[config.mk]
export PLATFORM = sky130hd
export DESIGN_NAME = inv_key_sched
export DESIGN_NICKNAME = d
export VERILOG_FILES = /design/src/rtl/aes_pkg.sv /design/src/rtl/sub_word.sv /design/src/rtl/inv_key_sched.sv
export SDC_FILE = /design/constraint.sdc
export NUM_CORES = 1
export LEC_CHECK = 0
export ABC_AREA = 0
export BUFFER_PORTS_ARGS = -buffer_cell sky130_fd_sc_hd__buf_2
export CORE_ASPECT_RATIO = 1.4
export CORE_MARGIN = 4
export CORE_UTILIZATION = 30
export DETAILED_ROUTE_END_ITERATION = 8
export PLACE_DENSITY = 0.53
export SYNTH_ARGS = -nofsm -noshare
export SYNTH_HDL_FRONTEND = slang
export SYNTH_HIERARCHICAL = 1
export SYNTH_SLANG_ARGS = --single-unit
[constraint.sdc]
create_clock -name i_clk -period 4 [get_ports i_clk]
set_input_delay 0.4 -clock i_clk [delete_from_list [all_inputs] [get_ports i_clk]]
set_output_delay 0.4 -clock i_clk [all_outputs]
set_load 0.05 [all_outputs]
[src/rtl/aes_pkg.sv]
// Shared AES-128 definitions: key/word types, round constants, forward S-box
// and the GF(2^8) helpers used by the equivalent-inverse-cipher key path.
package aes_pkg;

    typedef logic [127:0] key_t;
    typedef logic [31:0]  word_t;

    typedef enum logic {
        ST_IDLE = 1'b0,
        ST_RUN  = 1'b1
    } state_t;

    localparam int NUM_ROUNDS = 10;

    // Indexed by the round the key belongs to: stepping back from round r uses RCON[r].
    localparam logic [7:0] RCON [0:NUM_ROUNDS] = '{
        8'h00, 8'h01, 8'h02, 8'h04, 8'h08, 8'h10,
        8'h20, 8'h40, 8'h80, 8'h1b, 8'h36
    };

    localparam logic [7:0] SBOX [0:255] = '{
        8'h63, 8'h7c, 8'h77, 8'h7b, 8'hf2, 8'h6b, 8'h6f, 8'hc5, 8'h30, 8'h01, 8'h67, 8'h2b, 8'hfe, 8'hd7, 8'hab, 8'h76,
        8'hca, 8'h82, 8'hc9, 8'h7d, 8'hfa, 8'h59, 8'h47, 8'hf0, 8'had, 8'hd4, 8'ha2, 8'haf, 8'h9c, 8'ha4, 8'h72, 8'hc0,
        8'hb7, 8'hfd, 8'h93, 8'h26, 8'h36, 8'h3f, 8'hf7, 8'hcc, 8'h34, 8'ha5, 8'he5, 8'hf1, 8'h71, 8'hd8, 8'h31, 8'h15,
        8'h04, 8'hc7, 8'h23, 8'hc3, 8'h18, 8'h96, 8'h05, 8'h9a, 8'h07, 8'h12, 8'h80, 8'he2, 8'heb, 8'h27, 8'hb2, 8'h75,
        8'h09, 8'h83, 8'h2c, 8'h1a, 8'h1b, 8'h6e, 8'h5a, 8'ha0, 8'h52, 8'h3b, 8'hd6, 8'hb3, 8'h29, 8'he3, 8'h2f, 8'h84,
        8'h53, 8'hd1, 8'h00, 8'hed, 8'h20, 8'hfc, 8'hb1, 8'h5b, 8'h6a, 8'hcb, 8'hbe, 8'h39, 8'h4a, 8'h4c, 8'h58, 8'hcf,
        8'hd0, 8'hef, 8'haa, 8'hfb, 8'h43, 8'h4d, 8'h33, 8'h85, 8'h45, 8'hf9, 8'h02, 8'h7f, 8'h50, 8'h3c, 8'h9f, 8'ha8,
        8'h51, 8'ha3, 8'h40, 8'h8f, 8'h92, 8'h9d, 8'h38, 8'hf5, 8'hbc, 8'hb6, 8'hda, 8'h21, 8'h10, 8'hff, 8'hf3, 8'hd2,
        8'hcd, 8'h0c, 8'h13, 8'hec, 8'h5f, 8'h97, 8'h44, 8'h17, 8'hc4, 8'ha7, 8'h7e, 8'h3d, 8'h64, 8'h5d, 8'h19, 8'h73,
        8'h60, 8'h81, 8'h4f, 8'hdc, 8'h22, 8'h2a, 8'h90, 8'h88, 8'h46, 8'hee, 8'hb8, 8'h14, 8'hde, 8'h5e, 8'h0b, 8'hdb,
        8'he0, 8'h32, 8'h3a, 8'h0a, 8'h49, 8'h06, 8'h24, 8'h5c, 8'hc2, 8'hd3, 8'hac, 8'h62, 8'h91, 8'h95, 8'he4, 8'h79,
        8'he7, 8'hc8, 8'h37, 8'h6d, 8'h8d, 8'hd5, 8'h4e, 8'ha9, 8'h6c, 8'h56, 8'hf4, 8'hea, 8'h65, 8'h7a, 8'hae, 8'h08,
        8'hba, 8'h78, 8'h25, 8'h2e, 8'h1c, 8'ha6, 8'hb4, 8'hc6, 8'he8, 8'hdd, 8'h74, 8'h1f, 8'h4b, 8'hbd, 8'h8b, 8'h8a,
        8'h70, 8'h3e, 8'hb5, 8'h66, 8'h48, 8'h03, 8'hf6, 8'h0e, 8'h61, 8'h35, 8'h57, 8'hb9, 8'h86, 8'hc1, 8'h1d, 8'h9e,
        8'he1, 8'hf8, 8'h98, 8'h11, 8'h69, 8'hd9, 8'h8e, 8'h94, 8'h9b, 8'h1e, 8'h87, 8'he9, 8'hce, 8'h55, 8'h28, 8'hdf,
        8'h8c, 8'ha1, 8'h89, 8'h0d, 8'hbf, 8'he6, 8'h42, 8'h68, 8'h41, 8'h99, 8'h2d, 8'h0f, 8'hb0, 8'h54, 8'hbb, 8'h16
    };

    function automatic logic [7:0] xtime(input logic [7:0] a);
        return {a[6:0], 1'b0} ^ (a[7] ? 8'h1b : 8'h00);
    endfunction

    function automatic logic [7:0] gmul9(input logic [7:0] a);
        logic [7:0] x2, x4, x8;
        x2 = xtime(a);
        x4 = xtime(x2);
        x8 = xtime(x4);
        return x8 ^ a;
    endfunction

    function automatic logic [7:0] gmul11(input logic [7:0] a);
        logic [7:0] x2, x4, x8;
        x2 = xtime(a);
        x4 = xtime(x2);
        x8 = xtime(x4);
        return x8 ^ x2 ^ a;
    endfunction

    function automatic logic [7:0] gmul13(input logic [7:0] a);
        logic [7:0] x2, x4, x8;
        x2 = xtime(a);
        x4 = xtime(x2);
        x8 = xtime(x4);
        return x8 ^ x4 ^ a;
    endfunction

    function automatic logic [7:0] gmul14(input logic [7:0] a);
        logic [7:0] x2, x4, x8;
        x2 = xtime(a);
        x4 = xtime(x2);
        x8 = xtime(x4);
        return x8 ^ x4 ^ x2;
    endfunction

    // Byte 0 of the column sits in [31:24].
    function automatic word_t inv_mix_col(input word_t w);
        logic [7:0] a0, a1, a2, a3;
        a0 = w[31:24];
        a1 = w[23:16];
        a2 = w[15:8];
        a3 = w[7:0];
        return {gmul14(a0) ^ gmul11(a1) ^ gmul13(a2) ^ gmul9(a3),
                gmul9(a0)  ^ gmul14(a1) ^ gmul11(a2) ^ gmul13(a3),
                gmul13(a0) ^ gmul9(a1)  ^ gmul14(a2) ^ gmul11(a3),
                gmul11(a0) ^ gmul13(a1) ^ gmul9(a2)  ^ gmul14(a3)};
    endfunction

endpackage

[src/rtl/sub_word.sv]
// Four parallel forward S-boxes on a 32-bit word, purely combinational.
module sub_word
    import aes_pkg::*;
(
    input  logic [31:0] i_word,
    output logic [31:0] o_word
);

    for (genvar gi = 0; gi < 4; gi++) begin : g_sbox
        assign o_word[8*gi +: 8] = SBOX[i_word[8*gi +: 8]];
    end

endmodule

[src/rtl/inv_key_sched.sv]
// Iterative AES-128 inverse key schedule: streams round keys 10..0 over valid/ready.
// Define INV_KEY_SCHED_EQINV_EN to emit InvMixColumns-transformed keys for rounds 9..1.
//
// state | meaning
// IDLE  | waiting for i_start; key register holds last value
// RUN   | o_rkey valid; steps back one round per accepted transfer
module inv_key_sched
    import aes_pkg::*;
(
    input  logic         i_clk,
    input  logic         i_rst,
    input  logic         i_start,
    input  logic [127:0] i_key_last,
    input  logic         i_rkey_ready,
    output logic [127:0] o_rkey,
    output logic         o_rkey_valid,
    output logic [3:0]   o_round,
    output logic         o_busy,
    output logic         o_done
);

    state_t      state_q, state_d;
    key_t        key_q, key_d;
    logic [3:0]  round_q, round_d;
    logic [7:0]  rcon_q, rcon_d;
    logic        done_q, done_d;

    logic        fire;
    logic        last_round;
    word_t       w0, w1, w2, w3;
    word_t       p0, p1, p2, p3;
    word_t       rot_p3, sub_p3;

    assign fire       = (state_q == ST_RUN) && i_rkey_ready;
    assign last_round = (round_q == 4'd0);

    assign w0 = key_q[127:96];
    assign w1 = key_q[95:64];
    assign w2 = key_q[63:32];
    assign w3 = key_q[31:0];

    // Undo the forward expansion: each word is the XOR of its two successors.
    assign p3     = w3 ^ w2;
    assign p2     = w2 ^ w1;
    assign p1     = w1 ^ w0;
    assign rot_p3 = {p3[23:0], p3[31:24]};

    sub_word u_sub_word (
        .i_word (rot_p3),
        .o_word (sub_p3)
    );

    assign p0 = w0 ^ sub_p3 ^ {rcon_q, 24'h0};

    always_ff @(posedge i_clk) begin
        if (i_rst) begin
            state_q <= ST_IDLE;
        end else begin
            state_q <= state_d;
        end
    end

    always_comb begin
        state_d = state_q;
        case (state_q)
            ST_IDLE: if (i_start)           state_d = ST_RUN;
            ST_RUN:  if (fire && last_round) state_d = ST_IDLE;
            default:                        state_d = ST_IDLE;
        endcase
    end

    always_ff @(posedge i_clk) begin
        if (i_rst) begin
            key_q   <= '0;
            round_q <= '0;
            rcon_q  <= '0;
            done_q  <= 1'b0;
        end else begin
            key_q   <= key_d;
            round_q <= round_d;
            rcon_q  <= rcon_d;
            done_q  <= done_d;
        end
    end

    always_comb begin
        key_d   = key_q;
        round_d = round_q;
        rcon_d  = rcon_q;
        done_d  = 1'b0;
        if (state_q == ST_IDLE) begin
            if (i_start) begin
                key_d   = i_key_last;
                round_d = 4'(NUM_ROUNDS);
                rcon_d  = RCON[NUM_ROUNDS];
            end
        end else if (fire) begin
            if (last_round) begin
                done_d = 1'b1;
            end else begin
                key_d   = {p0, p1, p2, p3};
                round_d = round_q - 4'd1;
                rcon_d  = RCON[round_q - 4'd1];
            end
        end
    end

    always_comb begin
        o_rkey_valid = (state_q == ST_RUN);
        o_busy       = (state_q == ST_RUN);
        o_round      = round_q;
        o_done       = done_q;
        o_rkey       = key_q;
`ifdef INV_KEY_SCHED_EQINV_EN
        // Middle rounds feed the equivalent inverse cipher; the end rounds stay raw.
        if (round_q != 4'd0 && round_q != 4'(NUM_ROUNDS)) begin
            o_rkey = {inv_mix_col(w0), inv_mix_col(w1), inv_mix_col(w2), inv_mix_col(w3)};
        end
`endif
    end

endmodule

==> results.cfg <==
[status]
status = completed

[die]
rows = 116
die_h_um = 326
die_area_mm2 = 0.0764
core_mm2 = 0.0714
die_w_um = 235
start_util_pct = 30.3
io_pins = 267

[placement]
place_congestion = 1.03
placed_area_mm2 = 0.0245
detailed_place_hpwl_mm = 77.8
io_buffers = 266

[yosys]
synth-compound-area-share_pct = 40.3
yosys_warnings = 6
synthMuxAreaShare_pct = 6.00
synth_fp_nets = 3390
yosysUniqueCellTypes = 102
synthXorXnorAreaFrac_pct = 2.18
ys.flop_type = dfxtp_1
synth-seq-cells = 142
synthAdderAreaFrac_pct = 3.76
syn-mean-instance-area_um2 = 6.77
synthArstFlopShare_pct = 0
synth_top_family_by_area = compound AO/OA/AOI/OAI gates
syn_inst = 3193
synth.yosys.seq_area_share_pct = 13.2
syn_area_mm2 = 0.0216
synth_edf_count = 0
synthSimpleGateAreaFrac_pct = 25.8

[clocking]
h-tree-depth = 4
cts_tree = yes
clock_latency_ns = 0.50
numCtsBuffers = 17
cts-root-buf = clkbuf_16
ctsHoldBuffers = 0
cts.path.max_buffers = 2
cts.sinks = 142
clkTransAtPathRegs_ns = 0.07

[critical_path]
r2r_slack_ns = 0.23
cp.arrival_ns = 4.17
crit_start = o_rkey[17]$_SDFFE_PP0P_
r2r_end = o_rkey[127]$_SDFFE_PP0P_
path_class = reg2reg
worstPathMaxFanout = 41
endpoint = o_rkey[127]$_SDFFE_PP0P_
rr_worst_depth = 15
max_stage_delay_ns = 0.51
worst_path_max_delay_cell = ha_1
rr_startpoint = o_rkey[17]$_SDFFE_PP0P_
cp.required_ns = 4.40
cp-end-kind = flip-flop
start_kind = flip-flop
crit_chain = xor2_4, buf_12, ha_1, buf_4, mux2_2, mux4_2, nor2_1, o41ai_1, a21oi_1, a221oi_1, buf_4, xnor2_1, xnor2_1, mux2i_1, a211oi_1

[detailed_routing]
drt_pass1_iterations = 6
drt_iter0_markers = 3557
drcViolationCount = 0
antenna_left = 0
routedWlPerCell_um = 25.5
viasPerCell = 6.33
drt-total-wl_mm = 109
dr_total_vias = 27000

[final_layout]
fin_area_mm2 = 0.0251
drive_gt1_share_pct = 18.8
n_fill_cell = 7778
syn2layout_area_growth_pct = 16.1
utilization_pct = 35.1
layout.nets = 3500

[sta]
worst_pin_slew_ns = 1.00
hold_viol = 0
min_period_ns = 3.77
timing.fmax_mhz = 265
timing.hold.ws_ns = 0.185
grt_setup_unrepaired = false
fin_crit_sh_pct = 94.2
setup_violations = 0
fin_tns_setup_ns = 0
slew-limit-headroom_pct = 33.0
finalMaxSlewViolations = 0
clock_skew_ns = 0.0261

[grt]
overflow = 0
grt_pass1_vias = 25300
antenna_found_initial = 6
grt_max_degree = 143
track_usage_pct = 26.9
grt_pass1_wl_mm = 164

[pwr]
ir_drop_v = 0.000317
leakage_nw = 9.40
powerDensity_mw_per_mm2 = 443

[hold_path]
hold_class = in2reg

[job]
cap_violations = 0
==> placed cells by master (no fill, tap or decap), drive strengths merged, types with 37 or more instances in the layout <==
master	netlist	layout
a22o	93	93
inv	38	45
dfxtp	142	142
nand3	73	73
nand2	326	326
o211ai	50	50
a211oi	52	52
nor2b	170	170
nor3	103	103
buf	195	455
mux2i	37	37
nor2	217	217
ha	65	65
o21ai	359	359
a21oi	318	318
nand2b	81	81
o311ai	53	53
and2	37	37
a31oi	52	52
xor2	38	38
==> registers in the layout (all words and copies together), names as in the netlist <==
| signal | cells |
|---|---|
| o_rkey | 128 |
| rcon_q | 8 |
| o_round | 4 |
| o_busy | 1 |
| o_done | 1 |
==> routing by layer <==
| metal | part of all wire [%] | GRT usage (%) | up-vias |
|---|---|---|---|
| li1 | - | - | 12200 |
| met5 | 0 | 0 | - |
| met3 | 7.8 | 3.66 | 432 |
| met2 | 46 | 43.7 | 1744 |
| met4 | 7.1 | 17.0 | 0 |
| met1 | 39 | 33.6 | 12600 |
==> report_power, final <==
part           internal [mW]  leakage (nW)  total [mW]  switching (mW)
registers               1.54          1.17        1.76           0.222
clock network          0.874         0.273        1.70           0.822
logic                   2.69          7.96        7.66            4.97
==> worst min-delay path by stage <==
| stage | end | cells after the start | startpoint |
|---|---|---|---|
| 5_1_grt | o_busy$_SDFF_PP0_ | 3 | i_start |
| 3_3_place_gp | o_rkey[82]$_SDFFE_PP0P_ | 2 | o_rkey[82]$_SDFFE_PP0P_ |
| 4_1_cts | o_busy$_SDFF_PP0_ | 3 | i_start |
| 2_1_floorplan | rcon_q[7]$_SDFFE_PP0P_ | 2 | rcon_q[7]$_SDFFE_PP0P_ |
| 6_report | o_busy$_SDFF_PP0_ | 3 | i_start |
| 3_5_place_dp | rcon_q[7]$_SDFFE_PP0P_ | 2 | rcon_q[7]$_SDFFE_PP0P_ |
==> critical path: cells and delay by family, from the launching register on <==
kind	cells	cell delay, ns
compound gates	4	1.07
buf+inv	3	0.66
fa+ha+maj	1	0.51
flops	1	0.47
mux	3	0.47
xor+xnor	3	0.46
simple gates	1	0.04
==> synthesized netlist by cell type, types with 38 or more instances <==
cell type  count  area, um^2
a211oi_1      52         390
a21oi_1      318        1590
a22o_1        93         815
a31oi_1       52         325
buf_2        133         666
clkbuf_1     164         616
dfxtp_1      142        2840
ha_1          65         813
nand2_1      326        1220
nand2b_1      80         500
nand3_1       73         365
nor2_1       211         792
nor2b_1      169        1060
nor3_1       103         515
o211ai_1      50         375
o21ai_0      337        1690
o311ai_0      50         438
xor2_1        38         333
==> stage by stage <==
stage          setup slack (ns)  instances  power (mW)
6_report                  0.233       4263        11.1
2_1_floorplan            0.0218       3193        6.73
4_1_cts                   0.311       4260        10.9
5_1_grt                  0.0465       4263        11.7
3_3_place_gp              0.270       4228        9.31
3_5_place_dp              0.322       4228        9.18
==> cells by family (layout without fill, tap and decap cells) <==
family | after synthesis | in the layout
AOI/OAI and AO/OA | 1317 | 1317
and+or+nand+nor | 1124 | 1124
buffers and inverters | 406 | 529
DFF | 142 | 142
muxes | 86 | 86
adders and majority gates | 65 | 65
xor gates and xnor gates | 53 | 53
other | 0 | 3
==> cell type report <==
class	instances	area [um^2]	share of cell area, %
diodes	3	7.51	0.0299
well taps	944	1180	4.71
inverters	42	163	0.649
multi-input cells	2645	17300	69.1
repair buffers	455	2980	11.9
clock inverters	15	151	0.604
clock buffers	17	425	1.70
flip-flops and latches	142	2850	11.3
==> timing repair <==
action                                  CTS  global route
buffers inserted                          0             0
endpoints found under the setup margin    0             2
resized for setup                         0             2
No activity file was read; power rests on OpenSTA's default activity.
